File: src/rtl/neuron_pkg.sv
// Shared definitions for the neuron layer.
//   state_e  : controller states (IDLE / MAC / OUT)
//   CFG_*    : cfg_sel encodings
//   sat_add  : signed add clamped to a w-bit two's-complement range
package neuron_pkg;

  typedef enum logic [1:0] {
    ST_IDLE = 2'd0,
    ST_MAC  = 2'd1,
    ST_OUT  = 2'd2
  } state_e;

  localparam logic [1:0] CFG_W   = 2'd0;
  localparam logic [1:0] CFG_B   = 2'd1;
  localparam logic [1:0] CFG_T   = 2'd2;
  localparam logic [1:0] CFG_RSV = 2'd3;

  // Operands are carried at 64 bits so the raw sum never wraps; the caller
  // truncates the clamped result back to w bits.
  function automatic logic signed [63:0] sat_add(input logic signed [63:0] a,
                                                 input logic signed [63:0] b,
                                                 input int w);
    logic signed [63:0] s, hi, lo;
    s  = a + b;
    hi = (64'sd1 <<< (w - 1)) - 64'sd1;
    lo = -(64'sd1 <<< (w - 1));
    if (s > hi)      return hi;
    else if (s < lo) return lo;
    else             return s;
  endfunction

endpackage

File: src/rtl/neuron_mac.sv
// Shared multiply-accumulate datapath, one term per issue.
//   clk, rst     : clock, async active-high reset
//   issue_i      : a term (x_i, w_i) is presented this cycle
//   x_i, w_i     : unsigned input element, signed weight
//   load_i       : overwrite accumulator with load_val_i (neuron start)
//   prod_vld_o   : product register holds a term that is summed this cycle
//   sum_o        : saturated acc + product (combinational)
// The product is registered, so a term issued in cycle n lands in the
// accumulator at the end of cycle n+1.
module neuron_mac
  import neuron_pkg::*;
#(
  parameter int XW   = 4,
  parameter int WW   = 4,
  parameter int ACCW = 12
)(
  input  logic                   clk,
  input  logic                   rst,
  input  logic                   issue_i,
  input  logic [XW-1:0]          x_i,
  input  logic signed [WW-1:0]   w_i,
  input  logic                   load_i,
  input  logic signed [ACCW-1:0] load_val_i,
  output logic                   prod_vld_o,
  output logic signed [ACCW-1:0] sum_o
);

  localparam int PW = XW + WW + 1;

  logic signed [PW-1:0]   prod_d, prod_q;
  logic signed [ACCW-1:0] acc_d, acc_q;
  logic                   vld_q;

  // x is zero-extended (extra 0 sign bit), w sign-extended; PW bits hold the
  // full product exactly.
  assign prod_d = PW'($signed({1'b0, x_i})) * PW'(w_i);

  assign sum_o      = ACCW'(sat_add(64'(acc_q), 64'(prod_q), ACCW));
  assign prod_vld_o = vld_q;

  // A load coincides with the last sum of the previous neuron; that sum is
  // consumed by the caller this cycle, so the load may overwrite it.
  always_comb begin
    acc_d = acc_q;
    if (load_i)     acc_d = load_val_i;
    else if (vld_q) acc_d = sum_o;
  end

  always_ff @(posedge clk or posedge rst) begin
    if (rst) begin
      prod_q <= '0;
      vld_q  <= 1'b0;
      acc_q  <= '0;
    end else begin
      vld_q <= issue_i;
      if (issue_i) prod_q <= prod_d;
      acc_q <= acc_d;
    end
  end

endmodule

File: src/rtl/neuron_layer.sv
// Layer of N_OUT neurons sharing one MAC, threshold or LIF firing.
//   clk, rst                 : clock, async active-high reset
//   cfg_we/sel/addr/data     : weight/bias/threshold writes (IDLE only)
//   cfg_busy                 : controller not in IDLE
//   mode                     : 0 threshold, 1 LIF (latched on accept)
//   clear                    : zero membranes (IDLE only)
//   in_valid/in_ready, x_in  : input vector handshake
//   out_valid/out_ready,y_out: fire-bit handshake
// Output appears N_IN*N_OUT+1 cycles after accept: N_IN*N_OUT issue cycles
// plus one for the registered product.
module neuron_layer
  import neuron_pkg::*;
#(
  parameter int N_IN  = 2,
  parameter int N_OUT = 2,
  parameter int XW    = 4,
  parameter int WW    = 4,
  parameter int ACCW  = 12,
  parameter int LEAK  = 2,
  localparam int NT   = N_IN * N_OUT,
  localparam int AW   = (NT > 1) ? $clog2(NT) : 1
)(
  input  logic                 clk,
  input  logic                 rst,
  input  logic                 cfg_we,
  input  logic [1:0]           cfg_sel,
  input  logic [AW-1:0]        cfg_addr,
  input  logic [ACCW-1:0]      cfg_data,
  output logic                 cfg_busy,
  input  logic                 mode,
  input  logic                 clear,
  input  logic                 in_valid,
  output logic                 in_ready,
  input  logic [N_IN*XW-1:0]   x_in,
  output logic                 out_valid,
  input  logic                 out_ready,
  output logic [N_OUT-1:0]     y_out
);

  localparam int IW = (N_IN  > 1) ? $clog2(N_IN)  : 1;
  localparam int JW = (N_OUT > 1) ? $clog2(N_OUT) : 1;

  state_e state_q, state_d;

  logic                   accept, issue, fin, fin_last, prod_vld, fire;
  logic [N_IN-1:0][XW-1:0] x_q;
  logic                   mode_q;
  logic                   iss_q;
  logic [IW-1:0]          ii_q, ti_q;
  logic [JW-1:0]          jj_q, tj_q, jn;
  logic [AW-1:0]          wk;

  logic signed [WW-1:0]   w_q [NT];
  logic signed [ACCW-1:0] b_q [N_OUT];
  logic signed [ACCW-1:0] t_q [N_OUT];
  logic signed [ACCW-1:0] v_q [N_OUT];
  logic [N_OUT-1:0]       y_q;

  logic signed [ACCW-1:0] mac_sum, v_cur, v_leak, v_new, load_val;
  logic                   load;

  logic                   pend_q;
  logic [1:0]             pend_sel_q;
  logic [AW-1:0]          pend_addr_q;
  logic [ACCW-1:0]        pend_data_q;
  logic                   wr_en, wr_ok;
  logic [1:0]             wr_sel;
  logic [AW-1:0]          wr_addr;
  logic [ACCW-1:0]        wr_data;

  // ---------------- controller ----------------
  always_ff @(posedge clk or posedge rst) begin
    if (rst) state_q <= ST_IDLE;
    else     state_q <= state_d;
  end

  always_comb begin
    state_d = state_q;
    case (state_q)
      ST_IDLE: if (in_valid)  state_d = ST_MAC;
      ST_MAC:  if (fin_last)  state_d = ST_OUT;
      ST_OUT:  if (out_ready) state_d = ST_IDLE;
      default:                state_d = ST_IDLE;
    endcase
  end

  always_comb begin
    in_ready  = (state_q == ST_IDLE);
    out_valid = (state_q == ST_OUT);
    cfg_busy  = (state_q != ST_IDLE);
  end

  assign accept   = in_valid && (state_q == ST_IDLE);
  assign issue    = (state_q == ST_MAC) && iss_q;
  assign fin      = prod_vld && (ti_q == IW'(N_IN - 1));
  assign fin_last = fin && (tj_q == JW'(N_OUT - 1));

  always_ff @(posedge clk or posedge rst) begin
    if (rst) begin
      x_q    <= '0;
      mode_q <= 1'b0;
    end else if (accept) begin
      x_q    <= x_in;
      mode_q <= mode;
    end
  end

  // Issue counters (ii, jj) walk j outer / i inner; (ti, tj) tag the term
  // currently sitting in the product register.
  always_ff @(posedge clk or posedge rst) begin
    if (rst) begin
      iss_q <= 1'b0;
      ii_q  <= '0;
      jj_q  <= '0;
      ti_q  <= '0;
      tj_q  <= '0;
    end else if (accept) begin
      iss_q <= 1'b1;
      ii_q  <= '0;
      jj_q  <= '0;
    end else if (issue) begin
      ti_q <= ii_q;
      tj_q <= jj_q;
      if (ii_q == IW'(N_IN - 1)) begin
        ii_q <= '0;
        if (jj_q == JW'(N_OUT - 1)) iss_q <= 1'b0;
        else                        jj_q  <= jj_q + 1'b1;
      end else begin
        ii_q <= ii_q + 1'b1;
      end
    end
  end

  // ---------------- datapath ----------------
  assign wk = AW'(int'(jj_q) * N_IN + int'(ii_q));
  assign jn = (tj_q == JW'(N_OUT - 1)) ? '0 : tj_q + 1'b1;

  // Each neuron's accumulator starts at its bias: bias 0 on accept, the next
  // bias on the cycle the previous neuron finishes.
  assign load     = accept || (fin && !fin_last);
  assign load_val = accept ? b_q[0] : b_q[jn];

  neuron_mac #(.XW(XW), .WW(WW), .ACCW(ACCW)) u_mac (
    .clk        (clk),
    .rst        (rst),
    .issue_i    (issue),
    .x_i        (x_q[ii_q]),
    .w_i        (w_q[wk]),
    .load_i     (load),
    .load_val_i (load_val),
    .prod_vld_o (prod_vld),
    .sum_o      (mac_sum)
  );

  always_comb begin
    v_cur  = v_q[tj_q];
    v_leak = ACCW'(sat_add(64'(v_cur), -64'(v_cur >>> LEAK), ACCW));
    v_new  = ACCW'(sat_add(64'(v_leak), 64'(mac_sum), ACCW));
    fire   = mode_q ? (v_new >= t_q[tj_q]) : (mac_sum >= t_q[tj_q]);
  end

  always_ff @(posedge clk or posedge rst) begin
    if (rst) begin
      y_q <= '0;
      for (int j = 0; j < N_OUT; j++) v_q[j] <= '0;
    end else begin
      // clear is only honoured in IDLE, where no finalize can happen, so the
      // two updates never collide; clear with accept zeroes v before use.
      if ((state_q == ST_IDLE) && clear)
        for (int j = 0; j < N_OUT; j++) v_q[j] <= '0;
      if (fin) begin
        y_q[tj_q] <= fire;
        if (mode_q) v_q[tj_q] <= fire ? '0 : v_new;
      end
    end
  end

  assign y_out = y_q;

  // ---------------- configuration ----------------
  // A write landing on the accept edge is parked and committed on the edge
  // the computation finishes, so the running computation sees old values.
  always_ff @(posedge clk or posedge rst) begin
    if (rst) begin
      pend_q      <= 1'b0;
      pend_sel_q  <= '0;
      pend_addr_q <= '0;
      pend_data_q <= '0;
    end else if (accept) begin
      pend_q      <= cfg_we;
      pend_sel_q  <= cfg_sel;
      pend_addr_q <= cfg_addr;
      pend_data_q <= cfg_data;
    end else if (fin_last) begin
      pend_q <= 1'b0;
    end
  end

  always_comb begin
    wr_en   = 1'b0;
    wr_sel  = cfg_sel;
    wr_addr = cfg_addr;
    wr_data = cfg_data;
    if (fin_last && pend_q) begin
      wr_en   = 1'b1;
      wr_sel  = pend_sel_q;
      wr_addr = pend_addr_q;
      wr_data = pend_data_q;
    end else if ((state_q == ST_IDLE) && cfg_we && !in_valid) begin
      wr_en = 1'b1;
    end
    case (wr_sel)
      CFG_W:   wr_ok = int'(wr_addr) < NT;
      CFG_B,
      CFG_T:   wr_ok = int'(wr_addr) < N_OUT;
      default: wr_ok = 1'b0;
    endcase
  end

  always_ff @(posedge clk or posedge rst) begin
    if (rst) begin
      for (int k = 0; k < NT; k++)    w_q[k] <= '0;
      for (int j = 0; j < N_OUT; j++) b_q[j] <= '0;
      for (int j = 0; j < N_OUT; j++) t_q[j] <= '0;
    end else if (wr_en && wr_ok) begin
      case (wr_sel)
        CFG_W:   w_q[wr_addr]         <= wr_data[WW-1:0];
        CFG_B:   b_q[wr_addr[JW-1:0]] <= wr_data;
        CFG_T:   t_q[wr_addr[JW-1:0]] <= wr_data;
        default: ;
      endcase
    end
  end

endmodule
File: config.mk
export PLATFORM = sky130hd
export DESIGN_NAME = neuron_layer
export DESIGN_NICKNAME = d
export VERILOG_FILES = /design/src/rtl/neuron_pkg.sv /design/src/rtl/neuron_mac.sv /design/src/rtl/neuron_layer.sv
export SDC_FILE = /design/constraint.sdc
export NUM_CORES = 1
export LEC_CHECK = 0
export CAP_MARGIN = 40
export CORE_UTILIZATION = 50
export CTS_CLUSTER_DIAMETER = 80
export CTS_CLUSTER_SIZE = 25
export DETAILED_ROUTE_END_ITERATION = 16
export HOLD_SLACK_MARGIN = 0.15
export PLACE_DENSITY = 0.76
export SLEW_MARGIN = 30
export SYNTH_ARGS = -nofsm -noshare
export SYNTH_HDL_FRONTEND = slang
export SYNTH_SLANG_ARGS = --single-unit
File: constraint.sdc
create_clock -name clk -period 10.3 [get_ports clk]
set_input_delay 2.06 -clock clk [delete_from_list [all_inputs] [get_ports clk]]
set_output_delay 2.06 -clock clk [all_outputs]
set_load 0.02 [all_outputs]
After elaboration in Yosys (flattened, before gate mapping). Cells that the tools add are included.

Output and inout bits: 5. Register bits: 145. Input port bits: 31.

Magnitude comparators: 20. Reductions and logical operators: 33. Multiplexer cells: 65. Equality and inequality tests: 7. $add $sub $neg: 8. Multipliers: 1. Bitwise logic cells: 6.

Operator list (count): two-way mux 12 bit (22); bitwise mux 24 bit (3); two-way mux 24 bit (3); adder 12 x 64 -> 64 bit (1); > comparator 64 x 12 -> 1 bit, second input constant (1); < comparator 64 x 12 -> 1 bit, second input constant (1); negator 10 -> 64 bit (1); > comparator 13 x 12 -> 1 bit, second input constant (2); < comparator 13 x 12 -> 1 bit, second input constant (2); demux 12 bit (select 1 bit) (2); greater-or-equal comparator 12 bit (2); two-way mux 4 bit (5); two-way mux 1 bit (18); bitwise mux 16 bit (1); logical AND 1 bit (14); adder 12 x 12 -> 13 bit (1); adder 12 x 9 -> 13 bit (1); nonzero test 2 bit (6); two-way mux 2 bit (5); AND reduction 2 bit (5); multiplier 5 x 4 -> 9 bit (1); binary-select mux 4 bit (select 2 bit) (1); demux 4 bit (select 2 bit) (1); greater-or-equal comparator 2 bit, second input constant (3); other kinds (24) (38).

Longest topological paths before layout. Gate-level depths: netlist of run 1.

Depth in word-level cells: 19. Gate-level depth with buffers: 35. Mapped depth without buffers: 31.

Modules after synthesis. Synthesis of run 1 repeated with hierarchy kept, for this count alone.

Cells, all modules: 941. Area total of the unflattened synthesis: 9814.4 um^2.

By module, submodules not included: neuron_layer (instances 1, cells each 704, area an instance 7614.8 um^2); neuron_mac (instances 1, cells each 237, area an instance 2199.6 um^2).

Least setup slack after synthesis of run 1. No wires, ideal clock.

Path kind: reg2reg. Start: reg tj_q. End: reg v_q[11] (netlist name). Arrival time: 6.809 ns. Setup time: 0.096 ns. Path buffers: 5. Period minus slack after synthesis: 6.905 ns. Cell stages (with the launch flop): 35. Slack: 3.395 ns. Cell sequence: dfrtp_1 buf_4 buf_1 mux2i_1 inv_1 fa_1 nor2b_1 o2111ai_1 and3_1 nor2_1 a21o_1 a21oi_1 fa_1 clkbuf_1 clkbuf_1 nand2_1 o211ai_1 ha_1 fa_1 a21oi_1 o221ai_1 nand4_1 o211ai_1 inv_2 o21ai_1 buf_2 a21oi_2 ha_1 nand2b_1 a21o_1 a211o_1 a211o_1 and2_1 o21bai_1 o31ai_1.

Cells in the longest elaborated chain, start to end: 19.

Ends and longest elaborated chain: start, declared (line neuron_layer.sv:50) `logic [JW-1:0] jj_q, tj_q, jn;`; start signal, assigned (line neuron_layer.sv:123) `tj_q <= jj_q;`; NOT 1 -> 2 bit (*) (line neuron_layer.sv:156, neuron_layer.sv:159, neuron_layer.sv:173); two-way mux 12 bit (not written as such) (3 in series) (line neuron_layer.sv:156) `v_cur = v_q[tj_q];`; negator 10 -> 64 bit (line neuron_layer.sv:157) `v_leak = ACCW'(sat_add(64'(v_cur), -64'(v_cur >>> LEAK), ACCW));`; adder 12 x 64 -> 64 bit (line neuron_pkg.sv:24) `s = a + b;`; < comparator 64 x 12 -> 1 bit (line neuron_pkg.sv:28) `else if (s < lo) return lo;`; two-way mux 12 bit (line neuron_pkg.sv:28); two-way mux 12 bit (line neuron_pkg.sv:27) `if (s > hi) return hi;`; adder 12 x 12 -> 13 bit (line neuron_pkg.sv:24); < comparator 13 x 12 -> 1 bit (line neuron_pkg.sv:28); two-way mux 12 bit (line neuron_pkg.sv:28); two-way mux 12 bit (line neuron_pkg.sv:27); greater-or-equal comparator 12 bit (line neuron_layer.sv:159) `fire = mode_q ? (v_new >= t_q[tj_q]) : (mac_sum >= t_q[tj_q]);`; two-way mux 1 bit (line neuron_layer.sv:159); two-way mux 12 bit (line neuron_layer.sv:173) `if (mode_q) v_q[tj_q] <= fire ? '0 : v_new;`; bitwise mux 24 bit (*) (line neuron_layer.sv:173); two-way mux 24 bit (*) (line neuron_layer.sv:173); two-way mux 24 bit (*) (line neuron_layer.sv:171) `if (fin) begin`; end signal, assigned by index (line neuron_layer.sv:173); end, declared (line neuron_layer.sv:56) `logic signed [ACCW-1:0] v_q [N_OUT];`.

Every way passes the cells marked *; elsewhere a longest branch is shown, timed or not. The select of a mux whose other input is x is not followed. A chain may end at the register's enable or synchronous reset.

Worst setup path in the final report of run 1.
Start: reg tj_q. End: reg v_q[6] (netlist name).

Same word-level chain as after synthesis.

==> results.md, run 1 <==
* Status: completed
* Clock Sinks at between 100 and 150
* Row cnt at 49
* Worst hold path depth at 2
* Worst endpoint required time at 10.64 ns
* Slew margin rel. at 0.4531
* Placer Congestion at 0.9626
* Synth Flop Type: dfrtp_1
* Worst path slowest cell: fa_1
* Setup TNS Final at 0 ns
* DRC viols at 0
* Flop2flop setup slack at 2.47 ns
* Hold WS at 0.4729 ns
* Slew Viols, Final at 0
* Top post-synthesis cells by area: dfrtp_1, ha_1, nand2_1, o21ai_0, mux2i_1
* Postcts setup bufs at 0
* CP max FO at 28
* Syn_area_per_cell at 9.026 sq um
* TritonCTS clock tree: yes
* Placed Cells at 1272
* Drt pass-1 iters at 5
* Layout Cells excl Fill at roughly 1300
* Yosys warning count at 0
* Slew @ Worst Pin at between 0.8 and 0.9 ns
* Largest net degree at the start of global routing at 83
* GRT overflow at 0
* Setup CP Type: register to register
* Vias at 7640
* Synth cell count leaders: nand2_1, dfrtp_1, o21ai_0
* CTS Buf Count at 17
* Num ports at 36
* N_diodes at 0
* Area grow syn2layout at 12.85%
* Clock root cell: clkbuf_16
* Max stage delay on crit path at 0.58 ns
* Die area at between 15000 and 20000 sq um
* Post-layout min period at 7.832 ns
* 1st-iter DRT viols at 501
* Layout fillers at roughly 1500
* Nets at 1187
* Register area share after synthesis at 0.3869
* Yosys reg bits at 145
* Ys async rst share at 1.000
* Vias per inst at 5.841
* Yosys top cell by area: dfrtp_1
* Clk slew on worst S/H paths at around 0.060 ns
* Initial antenna violation count at 0
* Count leader, synth: nand2_1
* Clock Path Buffers at 2
* Vias in the first global route at approximately 7300
* Final setup fails at 0
* Die Y at 139.0 microns
* FF-to-FF End: v_q[6]
* HPWL after detailed placement at ~16000 microns
* Cts hold-fix bufs at 0
* Later-pin clock latency in the skew report at 0.43 ns
* Final period util at 0.7604
* EDFF count, synth at 0
* Cells after Synth at approximately 1000
* Mapped Area at 9378 sq um
* Hold WC Path Type: register to register
* RSZ-0062 raised after global routing: no
* Crit. End Element: register
* Starting Density at 0.5168
* Final wirelength at 22270 microns
* CTS resizes at 0
* Port Buffers at 35
* Crit path DAT at between 8 and 9 ns
* Share of the synthesized area in the top cell type at 0.3869
* Worst Setup SP: tj_q
* Core Area at 18150 sq um
* Synth cell types at between 70 and 80
* First-pass GRT wire length at ~37000 microns
* H-tree depth at 4
* MaxCap Viol Count at 0
* Hold Fails Final Rpt at 0
* Post-route ant nets at 0
* Aggregate global-route resource usage at 0.2421
* Wire per inst at roughly 17 microns
* Startpoint types: register
* Worst setup endpoint: v_q[6]
* RR Startpoint: tj_q
* Max Freq at 127.7 MHz
* R2R cell count at 31
* Syn_nets at 1159
* Clock Skews at 0.008630 ns
* Layout cell share with drive strength beyond 1 at 0.07785
* Chip width at 139.0 microns
through the flow:
| stage | area [sq um] | util | setup slack [ns] |
|---|---|---|---|
| 6_report | 10580 | 0.5831 | 2.468 |
| 5_1_grt | 10580 | 0.5831 | 1.896 |
| 4_1_cts | 10520 | 0.5797 | 2.589 |
| 3_5_place_dp | 9936 | 0.5475 | 2.624 |
| 3_3_place_gp | 9884 | 0.5447 | 2.857 |
| 2_1_floorplan | 9378 | - | 3.395 |
sequential cells by signal, indices dropped and copies added, names as in the netlist:
| name | flops |
|---|---|
| tj_q | 1 |
| state_q | 2 |
| b_q | 24 |
| mode_q | 1 |
| u_mac.acc_q | 12 |
| pend_sel_q | 2 |
| pend_q | 1 |
| t_q | 24 |
| v_q | 24 |
| jj_q | 1 |
| ii_q | 1 |
| w_q | 16 |
| pend_data_q | 12 |
| y_out | 2 |
| pend_addr_q | 2 |
| u_mac.prod_q | 9 |
| iss_q | 1 |
| x_q | 8 |
| ti_q | 1 |
| u_mac.prod_vld_o | 1 |
worst max-delay path, delay by kind of cell, from the launching register on:
kind            cells  cell delay, ns
compound gates     15            3.07
fa+ha+maj           6            2.11
simple gates        7            1.23
buf+inv             2            0.57
mux                 1            0.41
flops               1            0.33
cell families after synthesis:
family | share of synthesized area
compound gates | 0.1710
xor+xnor | 0.02708
fa+ha+maj | 0.1260
buf+inv | 0.03816
flops | 0.3869
mux | 0.07298
simple gates | 0.1779
how the worst min path moves through the flow:
stage                          startpoint               to  slack [ns]
after floorplan             pend_sel_q[1]    pend_sel_q[1]        0.44
after global placement      pend_sel_q[1]    pend_sel_q[1]        0.46
after detailed placement  pend_data_q[10]  pend_data_q[10]        0.46
after CTS                 pend_data_q[10]  pend_data_q[10]        0.48
after global routing              t_q[16]          t_q[16]        0.50
final                     pend_data_q[11]  pend_data_q[11]        0.47
routing by layer:
layer | track usage | share of wire
met1 | 0.3351 | 0.46
met2 | 0.3977 | 0.48
met3 | 0.03833 | 0.047
met4 | 0.05965 | 0.013
met5 | 0 | 0
cell type report:
cell class | count | area, sq um | share of cell area
Inverter | 51 | 196.4 | 0.01856
Tap cell | 229 | 286.5 | 0.02708
Sequential cell | 145 | 3628 | 0.3429
Multi-Input combinational cell | 805 | 5393 | 0.5096
Clock buffer | 17 | 425.4 | 0.04020
Clock inverter | 14 | 158.9 | 0.01502
Timing Repair Buffer | 47 | 494.2 | 0.04670
cells in the final DEF (no fill, tap or decap), drive strengths merged, types with 4 or more instances in the layout:
master | Yosys | routed
a21o | 14 | 14
nand2 | 196 | 196
nor2 | 73 | 73
a211oi | 7 | 7
buf | 15 | 11
nand2b | 8 | 8
clkinvlp | 0 | 4
and2 | 12 | 12
xor2 | 12 | 12
dfrtp | 145 | 145
mux2 | 16 | 16
nand4 | 4 | 4
clkbuf | 23 | 18
fa | 9 | 9
nor2b | 19 | 19
mux2i | 41 | 41
mux4 | 4 | 4
inv | 50 | 54
o21bai | 5 | 5
o21ai | 91 | 91
ha | 80 | 80
xnor2 | 17 | 17
a2111oi | 5 | 5
o21a | 6 | 6
o211ai | 10 | 10
nand3b | 4 | 4
and3 | 7 | 7
a21oi | 69 | 69
nand3 | 23 | 23
clkdlybuf4s50 | 0 | 35
clkinv | 1 | 5
a22o | 5 | 5
o221ai | 4 | 4
a221oi | 6 | 6
o22ai | 5 | 5
nor3 | 10 | 10
Power of run 1 is not shown: default switching activity piles up to over one toggle a cycle in this logic, so the estimate is an artifact.
==> run 2, diff against run 1 <==
- PLACE_DENSITY: 0.76 -> 0.79
- clock period: 10.3 -> 6.7 ns (I/O delays scaled with it)
==> results.md, run 2 (synthesis results as in run 1) <==
* Status: completed
* Crit path DAT at 6.93 ns
* Flop2flop setup slack at roughly 0.12 ns
* MaxCap Viol Count at 0
* Slew margin rel. at 0.4546
* Max stage delay on crit path at 0.44 ns
* 1st-iter DRT viols at roughly 620
* Post-route ant nets at 0
* Max Freq at ~150 MHz
* Dpl cell area at 10070 sq um
* Worst hold path depth at 2
* Core Area at 18150 sq um
* Largest regs: b_q (24), t_q (24), v_q (24)
* Cts hold-fix bufs at 0
* Placer Congestion at 1.008
* Aggregate global-route resource usage at 0.2579
* Initial antenna violation count at 1
* Row cnt at about 50
* Vias per inst at 5.970
* Final wirelength at around 24000 microns
* First-pass GRT wire length at 39570 microns
* Drt pass-1 iters at 7
* HPWL after detailed placement at approximately 17000 microns
* Port Buffers at 35
* Hold Fails Final Rpt at 0
* Most common cell after layout, fill and taps aside: nand2_1
* H-tree depth at 4
* Setup TNS Final at 0 ns
* Clock Skews at 0.01674 ns
* Die Y at approximately 140 microns
* Post-layout min period at 6.577 ns
* Startpoint types: register
* Layout cell share with drive strength beyond 1 at 0.1341
* Hold WC Path Type: register to register
* DRC viols at 0
* Worst path slowest cell: dfrtp_2
* Clock root cell: clkbuf_16
* Vias at just under 8000
* Layout fillers at 1464
* Clock Sinks at 145
* Slew Viols, Final at 0
* Vias in the first global route at 7887
* Num ports at 36
* Clk slew on worst S/H paths at 0.07 ns
* Clock Path Buffers at 2
* GRT overflow at 0
* R2R cell count at 29
* Final setup fails at 0
* Final period util at 0.9817
* N_diodes at 0
* Final instance area at roughly 11000 sq um
* Later-pin clock latency in the skew report at 0.44 ns
* Starting Density at 0.5168
* Nets at approximately 1200
* Util after Layout at 0.6058
* Area grow syn2layout at 17.24%
* Crit. End Element: register
* CTS Buf Count at 17
* TritonCTS clock tree: yes
* Worst endpoint required time at 7.05 ns
* Die area at 19310 sq um
* Wire per inst at 18.36 microns
* Most frequent cells in the layout: nand2_1, dfrtp_1, ha_1
* Slew @ Worst Pin at just over 0.8 ns
* CP max FO at 12
* Setup CP Type: register to register
* Largest net degree at the start of global routing at 89
* Chip width at 139.0 microns
## run 2: cell types whose count changed in the layout (fill, tap and decap cells not counted), moves of 3 or more
cell	change
buf_4	+25
o21ai_0	-10
o21ai_1	+8
a21oi_1	-7
inv_8	+6
a21oi_2	+5
clkinvlp_4	-4
fa_1	-3
fa_2	+3
mux2i_1	-3
mux2i_2	+3
## run 2: through the flow
stage,hold WS [ns],setup WS [ns],std cells
final,0.4752,0.1227,1333
after global routing,0.5014,-0.08778,1333
after CTS,0.4774,0.01493,1320
after detailed placement,0.4615,-0.08314,1288
after global placement,0.4540,0.1157,1286
after floorplan,0.4417,0.02127,1039
## run 2: area by class of cell
type                    instances  area [sq um]  share of cell area
multi-input cells             805          5589              0.5084
flip-flops and latches        145          3630              0.3301
repair buffers                 71         700.7             0.06373
clock buffers                  17         425.4             0.03869
well taps                     229         286.5             0.02606
inverters                      51         196.4             0.01787
clock inverters                15         166.4             0.01514
## run 2: critical path, delay by kind of cell (launching register included)
family                   cells  cell delay (ns)
buffers and inverters        2             0.34
adder cells (fa/ha/maj)      5             1.63
flip-flops                   1             0.44
AND/OR/NAND/NOR              9             1.28
AO/OA/AOI/OAI               12             2.46
multiplexers                 1             0.33
## run 2: timing repair
| item | 4_1_cts | 5_1_grt |
|---|---|---|
| setup endpoints to repair | 12 | 26 |
| pin swaps | 1 | 20 |
| endpoints found under the hold margin | 0 | 0 |
| setup buffers | 0 | 10 |
| gates resized for setup | 8 | 52 |
## run 2: routing by layer
metal / up-vias / wire [microns] / GRT usage
met2: 279 / 11820 / 0.4224
met3: 77 / 1466 / 0.05490
met1: 3841 / 10310 / 0.3351
li1: 3759 / - / -
met4: 2 / 864 / 0.1006
met5: - / 13 / 0
## run 2: final timing paths
path | from | endpoint
worst max-delay path | tj_q | v_q[18]
worst min-delay path | pend_data_q[10] | pend_data_q[10]
worst max register to register | tj_q | v_q[18]
worst min register to register | pend_data_q[10] | pend_data_q[10]
max in group asynchronous | rst | x_q[5]
min in group asynchronous | rst | t_q[5]
Power of run 2 is left out for the same reason.
==> run 3, diff against run 2 <==
- CTS_CLUSTER_SIZE: 25 -> default
- HOLD_SLACK_MARGIN: 0.15 -> 0.02
- REMOVE_ABC_BUFFERS: default -> 1
==> results.md, run 3 (synthesis results as in run 1) <==
* Final period util at 0.9724
* Most frequent cells in the layout: nand2_1, dfrtp_1, o21ai_0
* Clock root cell: clkbuf_16
* Status: completed
* Initial antenna violation count at 0
* Worst path slowest cell: fa_2
* Layout fillers at 1495
* Largest regs: b_q (24), t_q (24), v_q (24)
* Slew margin rel. at 0.4318
* Hold WC Path Type: register to register
* Max Freq at 153.5 MHz
* Chip width at ~140 microns
* Largest net degree at the start of global routing at about 70
* Slew Viols, Final at 0
* Nets at 1207
* Clk slew on worst S/H paths at 0.06 ns
* Placer Congestion at 0.9148
* Area grow syn2layout at 15.94%
* HPWL after detailed placement at 16920 microns
* Wire per inst at 17.59 microns
* N_diodes at 0
* First-pass GRT wire length at approximately 38000 microns
* Setup CP Type: register to register
* Aggregate global-route resource usage at 0.2481
* Final setup fails at 0
* Final setup margin at 0.1847 ns
* CTS Buf Count at 17
* GRT overflow at 0
* Vias in the first global route at 7539
* Slew @ Worst Pin at 0.8492 ns
* RSZ-0062 raised after global routing: yes
* Row cnt at 49
* Max stage delay on crit path at 0.55 ns
* Worst path bufs/invs at 1
* Vias at 7852
* Num ports at 36
* TritonCTS clock tree: yes
* Clock Skews at 0.01261 ns
* Dpl cell area at 10020 sq um
* Most common cell after layout, fill and taps aside: nand2_1
* Later-pin clock latency in the skew report at 0.42 ns
* Final instance area at 10870 sq um
* Clock Sinks at 145
* Hold Fails Final Rpt at 0
* Core Area at 18150 sq um
* Worst endpoint required time at roughly 7 ns
* Starting Density at 0.5168
* Clock Path Buffers at 2
* Pre-CTS setup slack at -0.05225 ns
* Die Y at 139.0 microns
* Layout cell share with drive strength beyond 1 at 0.1245
* DRC viols at 0
* MaxCap Viol Count at 0
* H-tree depth at 4
* Post-route ant nets at 0
* Drt pass-1 iters at 5
* Port Buffers at 35
* CP delay by family, top: compound AO/OA/AOI/OAI gates
* Vias per inst at 5.908
* Post-layout min period at around 6.5 ns
* Crit. End Element: register
* Crit path DAT at approximately 6.8 ns
* Hold WS at 0.4733 ns
* CP max FO at 6
* Final wirelength at between 20000 and 25000 microns
* Cts hold-fix bufs at 0
* Die area at 19310 sq um
* 1st-iter DRT viols at 605
* Startpoint types: register
[run 3: changes by cell type in the layout (fill, tap and decap cells not counted), sizes merged]
cell | before | now
inv | 60 | 51
clkinvlp | 0 | 6
buf | 36 | 32
clkbuf | 17 | 20
[run 3: area by class of cell]
class	instances	area, sq um	share of cell area
Multi-Input combinational cell	805	5554	0.5108
Sequential cell	145	3628	0.3337
Timing Repair Buffer	67	640.6	0.05892
Clock buffer	20	456.7	0.04200
Tap cell	229	286.5	0.02635
Inverter	51	196.4	0.01807
Clock inverter	12	110.1	0.01013
[run 3: final timing paths]
kind / from / endpoint / slack [ns] / depth (start not counted)
worst max register to register: tj_q / v_q[7] / 0.18 / 28
worst min-delay path: pend_data_q[5] / pend_data_q[5] / 0.47 / 2
max in group asynchronous: rst / t_q[4] / 4.19 / 4
worst max-delay path: tj_q / v_q[7] / 0.18 / 28
worst min register to register: pend_data_q[5] / pend_data_q[5] / 0.47 / 2
min in group asynchronous: rst / v_q[16] / 1.26 / 2
[run 3: what timing repair did]
| item | 4_1_cts | 5_1_grt |
|---|---|---|
| endpoints found under the setup margin | 13 | 26 |
| pin swaps | 1 | 9 |
| resized for setup | 4 | 41 |
| setup buffers | 2 | 7 |
[run 3: layer usage]
metal / vias up / global-route usage / part of all wire
li1: 3752 / - / -
met3: 47 / 0.02970 / 0.059
met4: 0 / 0.09766 / 0.026
met1: 3782 / 0.3410 / 0.44
met2: 271 / 0.4019 / 0.47
met5: - / 0 / 0
[run 3: worst min-delay path, delay by kind of cell (launching register included)]
| family | cells | cell delay, ns |
|---|---|---|
| AND/OR/NAND/NOR | 2 | 0.10 |
| flip-flops | 1 | 0.34 |
[run 3: metrics by stage]
step	TNS [ns]	cells	utilization
after floorplan	-13.58	1001	-
after global placement	0	1282	0.5501
after detailed placement	-0.3580	1284	0.5524
after CTS	0	1318	0.5851
after global routing	-0.5757	1329	0.5991
final	0	1329	0.5991
Power of run 3 is left out for the same reason.
